### config.mk
export PLATFORM = sky130hd
export DESIGN_NAME = vram_write_queue
export DESIGN_NICKNAME = d
export VERILOG_FILES = /design/src/rtl/vram_write_queue.sv
export SDC_FILE = /design/constraint.sdc
export NUM_CORES = 1
export LEC_CHECK = 0
export ABC_AREA = 1
export CORE_MARGIN = 2
export CORE_UTILIZATION = 35
export CTS_CLUSTER_SIZE = 14
export DETAILED_ROUTE_END_ITERATION = 8
export PLACE_DENSITY = 0.59
export SYNTH_ARGS = -nofsm -noshare
export SYNTH_HDL_FRONTEND = slang
export SYNTH_SLANG_ARGS = --single-unit
### constraint.sdc
create_clock -name clk -period 4 [get_ports clk]
set_input_delay 0.8 -clock clk [delete_from_list [all_inputs] [get_ports clk]]
set_output_delay 0.8 -clock clk [all_outputs]
set_load 0.01 [all_outputs]
### src/rtl/vram_write_queue.sv
// -----------------------------------------------------------------------------
// vram_write_queue
//
// Writer side of the VRAM port shared with the foreground/background renderers.
// Byte-write and fill requests from the CPU bus adapter are accepted over a
// valid/ready handshake, buffered in a FIFO, and driven onto the VRAM write
// port only while the video timing `writable` window is open. A fill request
// expands into req_len+1 consecutive byte writes of the same value (used to
// clear ranges or park unused objects).
//
// Ports:
//   clk          pixel clock
//   rst          synchronous reset, active-low
//   writable     VRAM write window from video timing
//   req_valid    request present
//   req_ready    queue can accept a request
//   req_addr     start address
//   req_data     byte to write
//   req_fill     1 = fill command, 0 = single write
//   req_len      fill writes req_len+1 bytes (ignored for single writes)
//   vram_we      write strobe, commits on the clk edge
//   vram_address write address
//   vram_data    write data
//   busy         FIFO non-empty or fill in progress
//   pending      FIFO occupancy (entries only, not remaining fill writes)
// -----------------------------------------------------------------------------
module vram_write_queue #(
   parameter int ADDR_W = 12,
   parameter int DEPTH  = 16
) (
   input  logic                       clk,
   input  logic                       rst,
   input  logic                       writable,
   input  logic                       req_valid,
   output logic                       req_ready,
   input  logic [ADDR_W-1:0]          req_addr,
   input  logic [7:0]                 req_data,
   input  logic                       req_fill,
   input  logic [7:0]                 req_len,
   output logic                       vram_we,
   output logic [ADDR_W-1:0]          vram_address,
   output logic [7:0]                 vram_data,
   output logic                       busy,
   output logic [$clog2(DEPTH):0]     pending
);

   localparam int PTR_W = $clog2(DEPTH);
   localparam int CNT_W = PTR_W + 1;
   localparam logic [CNT_W-1:0] FULL_CNT = CNT_W'(DEPTH);

   typedef enum logic {IDLE, FILL} state_t;

   state_t              state;
   logic [PTR_W-1:0]    wr_ptr;
   logic [PTR_W-1:0]    rd_ptr;
   logic [CNT_W-1:0]    count;
   logic [ADDR_W-1:0]   fill_addr;
   logic [7:0]          fill_data;
   logic [7:0]          remaining;

   logic                mem_fill [DEPTH];
   logic [7:0]          mem_len  [DEPTH];
   logic [ADDR_W-1:0]   mem_addr [DEPTH];
   logic [7:0]          mem_data [DEPTH];

   logic                head_fill;
   logic [7:0]          head_len;
   logic [ADDR_W-1:0]   head_addr;
   logic [7:0]          head_data;

   logic                push;
   logic                pop;

   assign head_fill = mem_fill[rd_ptr];
   assign head_len  = mem_len[rd_ptr];
   assign head_addr = mem_addr[rd_ptr];
   assign head_data = mem_data[rd_ptr];

   // Ready depends only on registered occupancy: a full FIFO refuses a push
   // even when the head pops in the same cycle.
   assign req_ready = rst && (count != FULL_CNT);
   assign push      = req_valid && req_ready;
   assign pop       = rst && (state == IDLE) && (count != '0) && writable;

   assign busy      = rst && ((state == FILL) || (count != '0));
   assign pending   = rst ? count : '0;

   // Write port is combinational so the strobe follows `writable` with no lag.
   always_comb begin
      vram_address = head_addr;
      vram_data    = head_data;
      vram_we      = 1'b0;
      if (state == FILL) begin
         vram_address = fill_addr;
         vram_data    = fill_data;
         vram_we      = rst && writable;
      end else begin
         vram_we      = rst && writable && (count != '0);
      end
   end

   // FIFO storage holds data only; it needs no reset.
   always_ff @(posedge clk) begin
      if (push) begin
         mem_fill[wr_ptr] <= req_fill;
         mem_len[wr_ptr]  <= req_len;
         mem_addr[wr_ptr] <= req_addr;
         mem_data[wr_ptr] <= req_data;
      end
   end

   always_ff @(posedge clk) begin
      if (!rst) begin
         state     <= IDLE;
         wr_ptr    <= '0;
         rd_ptr    <= '0;
         count     <= '0;
         fill_addr <= '0;
         fill_data <= '0;
         remaining <= '0;
      end else begin
         if (push) wr_ptr <= wr_ptr + PTR_W'(1);
         if (pop)  rd_ptr <= rd_ptr + PTR_W'(1);

         if (push && !pop)      count <= count + CNT_W'(1);
         else if (pop && !push) count <= count - CNT_W'(1);

         case (state)
            IDLE: begin
               // The popped head already wrote its first byte; the fill
               // registers pick up at the following address.
               if (pop && head_fill && (head_len != 8'd0)) begin
                  fill_addr <= head_addr + ADDR_W'(1);
                  fill_data <= head_data;
                  remaining <= head_len;
                  state     <= FILL;
               end
            end
            FILL: begin
               if (writable) begin
                  fill_addr <= fill_addr + ADDR_W'(1);
                  remaining <= remaining - 8'd1;
                  if (remaining == 8'd1) state <= IDLE;
               end
            end
            default: state <= IDLE;
         endcase
      end
   end

endmodule

==> run_results.csv <==
group,metric,value,unit
sta,worst_pin_slew,0.7813,ns
grt,met3_usage,2.336,%
critical_path,worstPathRequired,3.20,ns
power,power_density,536.1,nW/um2
clock_network,ctsHoldBuffers,0,
sta,final.setup.tns,0,ns
routing,viasPerCell,5.154,
clock_network,cts.clk_slew.worst_paths,0.06,ns
grt,grt_pass1_vias,13825,
synth,syn_nets,1909,
synth,yosysWarnings,0,
power,p_leak,8.719,nW
floorplan,die_height,250.0,um
floorplan,die_area,62510,um2
power,switching_power,3.617,mW
routing,initialDrtViolationCount,1426,
grt,use_met1,24.30,%
final_layout,final_cell_mix,"edfxtp_1 (464), nand2_1 (403), nor2_1 (234), nand3_1 (213), o21ai_0 (133)",
sta,finalCritPeriodShare,96.57,%
hold_path,hold_path_class,"reg -> reg",
grt,grt_overflow_total,0,
final_layout,syn_to_final_growth,15.95,%
final_layout,multi_input_area,5537,um2
placement,numPortBuffers,60,
critical_path,crit_arrival,3.06,ns
clock_network,cts_buffers,53,
final_layout,layout_commonest_cell,"edfxtp_1",
synth,synth-edff-count,464,
routing,num_vias,14169,
routing,postRouteAntennaNets,0,
critical_path,startpoint_type,"flop",
power,p_int,9.553,mW
floorplan,die_w,250.0,um
synth,seq_area_frac_synth,70.12,%
synth,synth_cell_types,40,
placement,place_congestion,0.7953,
power,comb_power_share,16.9,%
synth,syn_area,21190,um2
clock_network,htree_levels,2,
routing,wire_per_inst,20.14,um
power,swShare,27.46,%
sta,hold_ws,0.4854,ns
grt,grt_max_degree,97,
synth,avgSynthCellArea,11.38,um2
sta,slew_headroom,47.91,%
critical_path,end_kind,"output pin",
sta,max_freq,0.2589,GHz
sta,grt_setup_unrepaired,"no",
routing,dr.pass1.iters,6,
synth,dominantRegCellSynth,"edfxtp_1",
clock_network,cts_tree,"yes",
run,drv_cap,0,
routing,routed_wl,55370,um
sta,maxSlewViolCount,0,
status,outcome,"complete, no violations",
placement,dp_cells,2650,
grt,grt.total_usage,17.66,%
grt,met2_usage,29.12,%
sta,skew,0.03021,ns
power,pwr-share-clk,37.5,%
power,p_seq_share,45.7,%
synth,async_flop_share,0,%
final_layout,n_fill_cell,5624,
clock_network,cts.sinks,510,
final_layout,ff_latch_area,14860,um2
final_layout,final_layout_size_suffix_gt1_share,9.054,%
floorplan,io_pins,61,
floorplan,rows,90,
routing,drc,0,
power,irDropWorstVdd,0.3299,mV
grt,busiest_layer,"met2",
grt,grt_pass1_wl,84720,um
sta,hold_viol,0,
clock_network,clk_latency,0.62,ns
synth,syn_inst,1862,
critical_path,cp_max_fo,53,
synth,synth-seq-cells,510,
floorplan,core,60130,um2
sta,setup_viol,0,
clock_network,root_buffer,"clkbuf_16",
floorplan,start_util,35.23,%
placement,dp_hpwl,30990,um
grt,grt_antenna_before_repair,1,
final_layout,final_cells,2749,
critical_path,path_class,"reg -> out",
sta,period_needed,3.863,ns
clock_network,clk_path_buf_depth,3,
final_layout,fin_nets,1970,
[layout make-up]
cell class	instances	share of cell area (%)
clock buffer	76	6.077
antenna	1	0.01019
sequential	510	60.51
inverter	76	1.202
clock inverter	22	1.065
multi-input combinational	1166	22.54
tap	782	3.983
timing repair buffer	116	4.615
[registers in the layout, summed over array words and instances, names as in the netlist, named ones only]
register,count
mem_addr,192
mem_data,128
mem_len,128
mem_fill,16
fill_addr,12
fill_data,8
remaining,8
count,5
rd_ptr,4
wr_ptr,4
state,1
[stage by stage]
step / area (um2) / setup slack (ns) / utilization [%] / power, mW
2_1_floorplan: 21190 / 0.7907 / - / 7.572
3_3_place_gp: 22800 / 0.6107 / 37.92 / 8.302
3_5_place_dp: 22800 / 0.6371 / 37.92 / 8.342
4_1_cts: 24560 / 0.04603 / 40.84 / 13.26
5_1_grt: 24560 / 0.009374 / 40.85 / 13.72
6_report: 24560 / 0.1374 / 40.85 / 13.17
[power by group through the flow]
| stage | Clock (mW) | Sequential (mW) | Combinational (mW) |
|---|---|---|---|
| floorplan | 0 | 6.09 | 1.48 |
| global placement | 0 | 6.12 | 2.18 |
| global route | 5.21 | 6.02 | 2.48 |
| CTS | 5.01 | 6.01 | 2.23 |
| detailed placement | 0 | 6.12 | 2.22 |
| finish | 4.94 | 6.01 | 2.22 |
[worst max-delay path, stage by stage (launching register included)]
cell	delay, ns
dfxtp_4	0.38
buf_4	0.62
o21ai_0	0.24
o221ai_1	0.25
nand3_1	0.17
a31oi_1	0.18
clkdlybuf4s50_1	0.63
[cell usage after synthesis, types with 5 or more instances]
cell / number / area share (%)
edfxtp_1: 464 / 66
o21ai_1: 16 / 0.38
ha_1: 13 / 0.77
inv_1: 68 / 1.2
o22ai_1: 9 / 0.27
nor2_1: 250 / 4.4
o211ai_1: 25 / 0.89
nand2_1: 403 / 7.1
dfxtp_1: 46 / 4.3
xor2_1: 5 / 0.21
o21ai_0: 133 / 3.1
nand3_1: 213 / 5.0
buf_4: 8 / 0.28
buf_2: 42 / 0.99
a31oi_1: 13 / 0.38
nand2_2: 5 / 0.15
a21oi_1: 22 / 0.52
o221ai_1: 28 / 1.2
inv_2: 7 / 0.12
buf_6: 13 / 0.69
buf_1: 5 / 0.089
clkbuf_1: 39 / 0.69
[timing repair]
action / CTS / global route
setup endpoints to repair: 0 / 5
resized for setup: 0 / 1
setup buffers: 0 / 0
[final timing paths]
path | start | to | slack, ns | cells past startpoint
setup reg to reg | flop | fill_addr[3] | 0.92 | 15
hold reg to reg | fill_data[2] | fill_data[2] | 0.49 | 2
hold / removal | fill_data[2] | fill_data[2] | 0.49 | 2
setup / recovery | flop | vram_data[4] | 0.14 | 6
[cell families after synthesis]
group	count (synthesis)	synth area share [%]
simple gates	892	17.42
fa+ha+maj	14	0.8623
compound gates	253	6.993
xor+xnor	7	0.2894
flops	510	70.12
buf+inv	186	4.317
[layer usage]
layer  routed length [um]  part of all wire, %  up-vias
met5                    0                    0        -
met4                 1297                  2.3        0
met3                 3097                  5.6       85
met2                26460                   48      435
met1                24520                   44     6986
li1                     -                    -     6663
(Power assumes the default switching activity.)
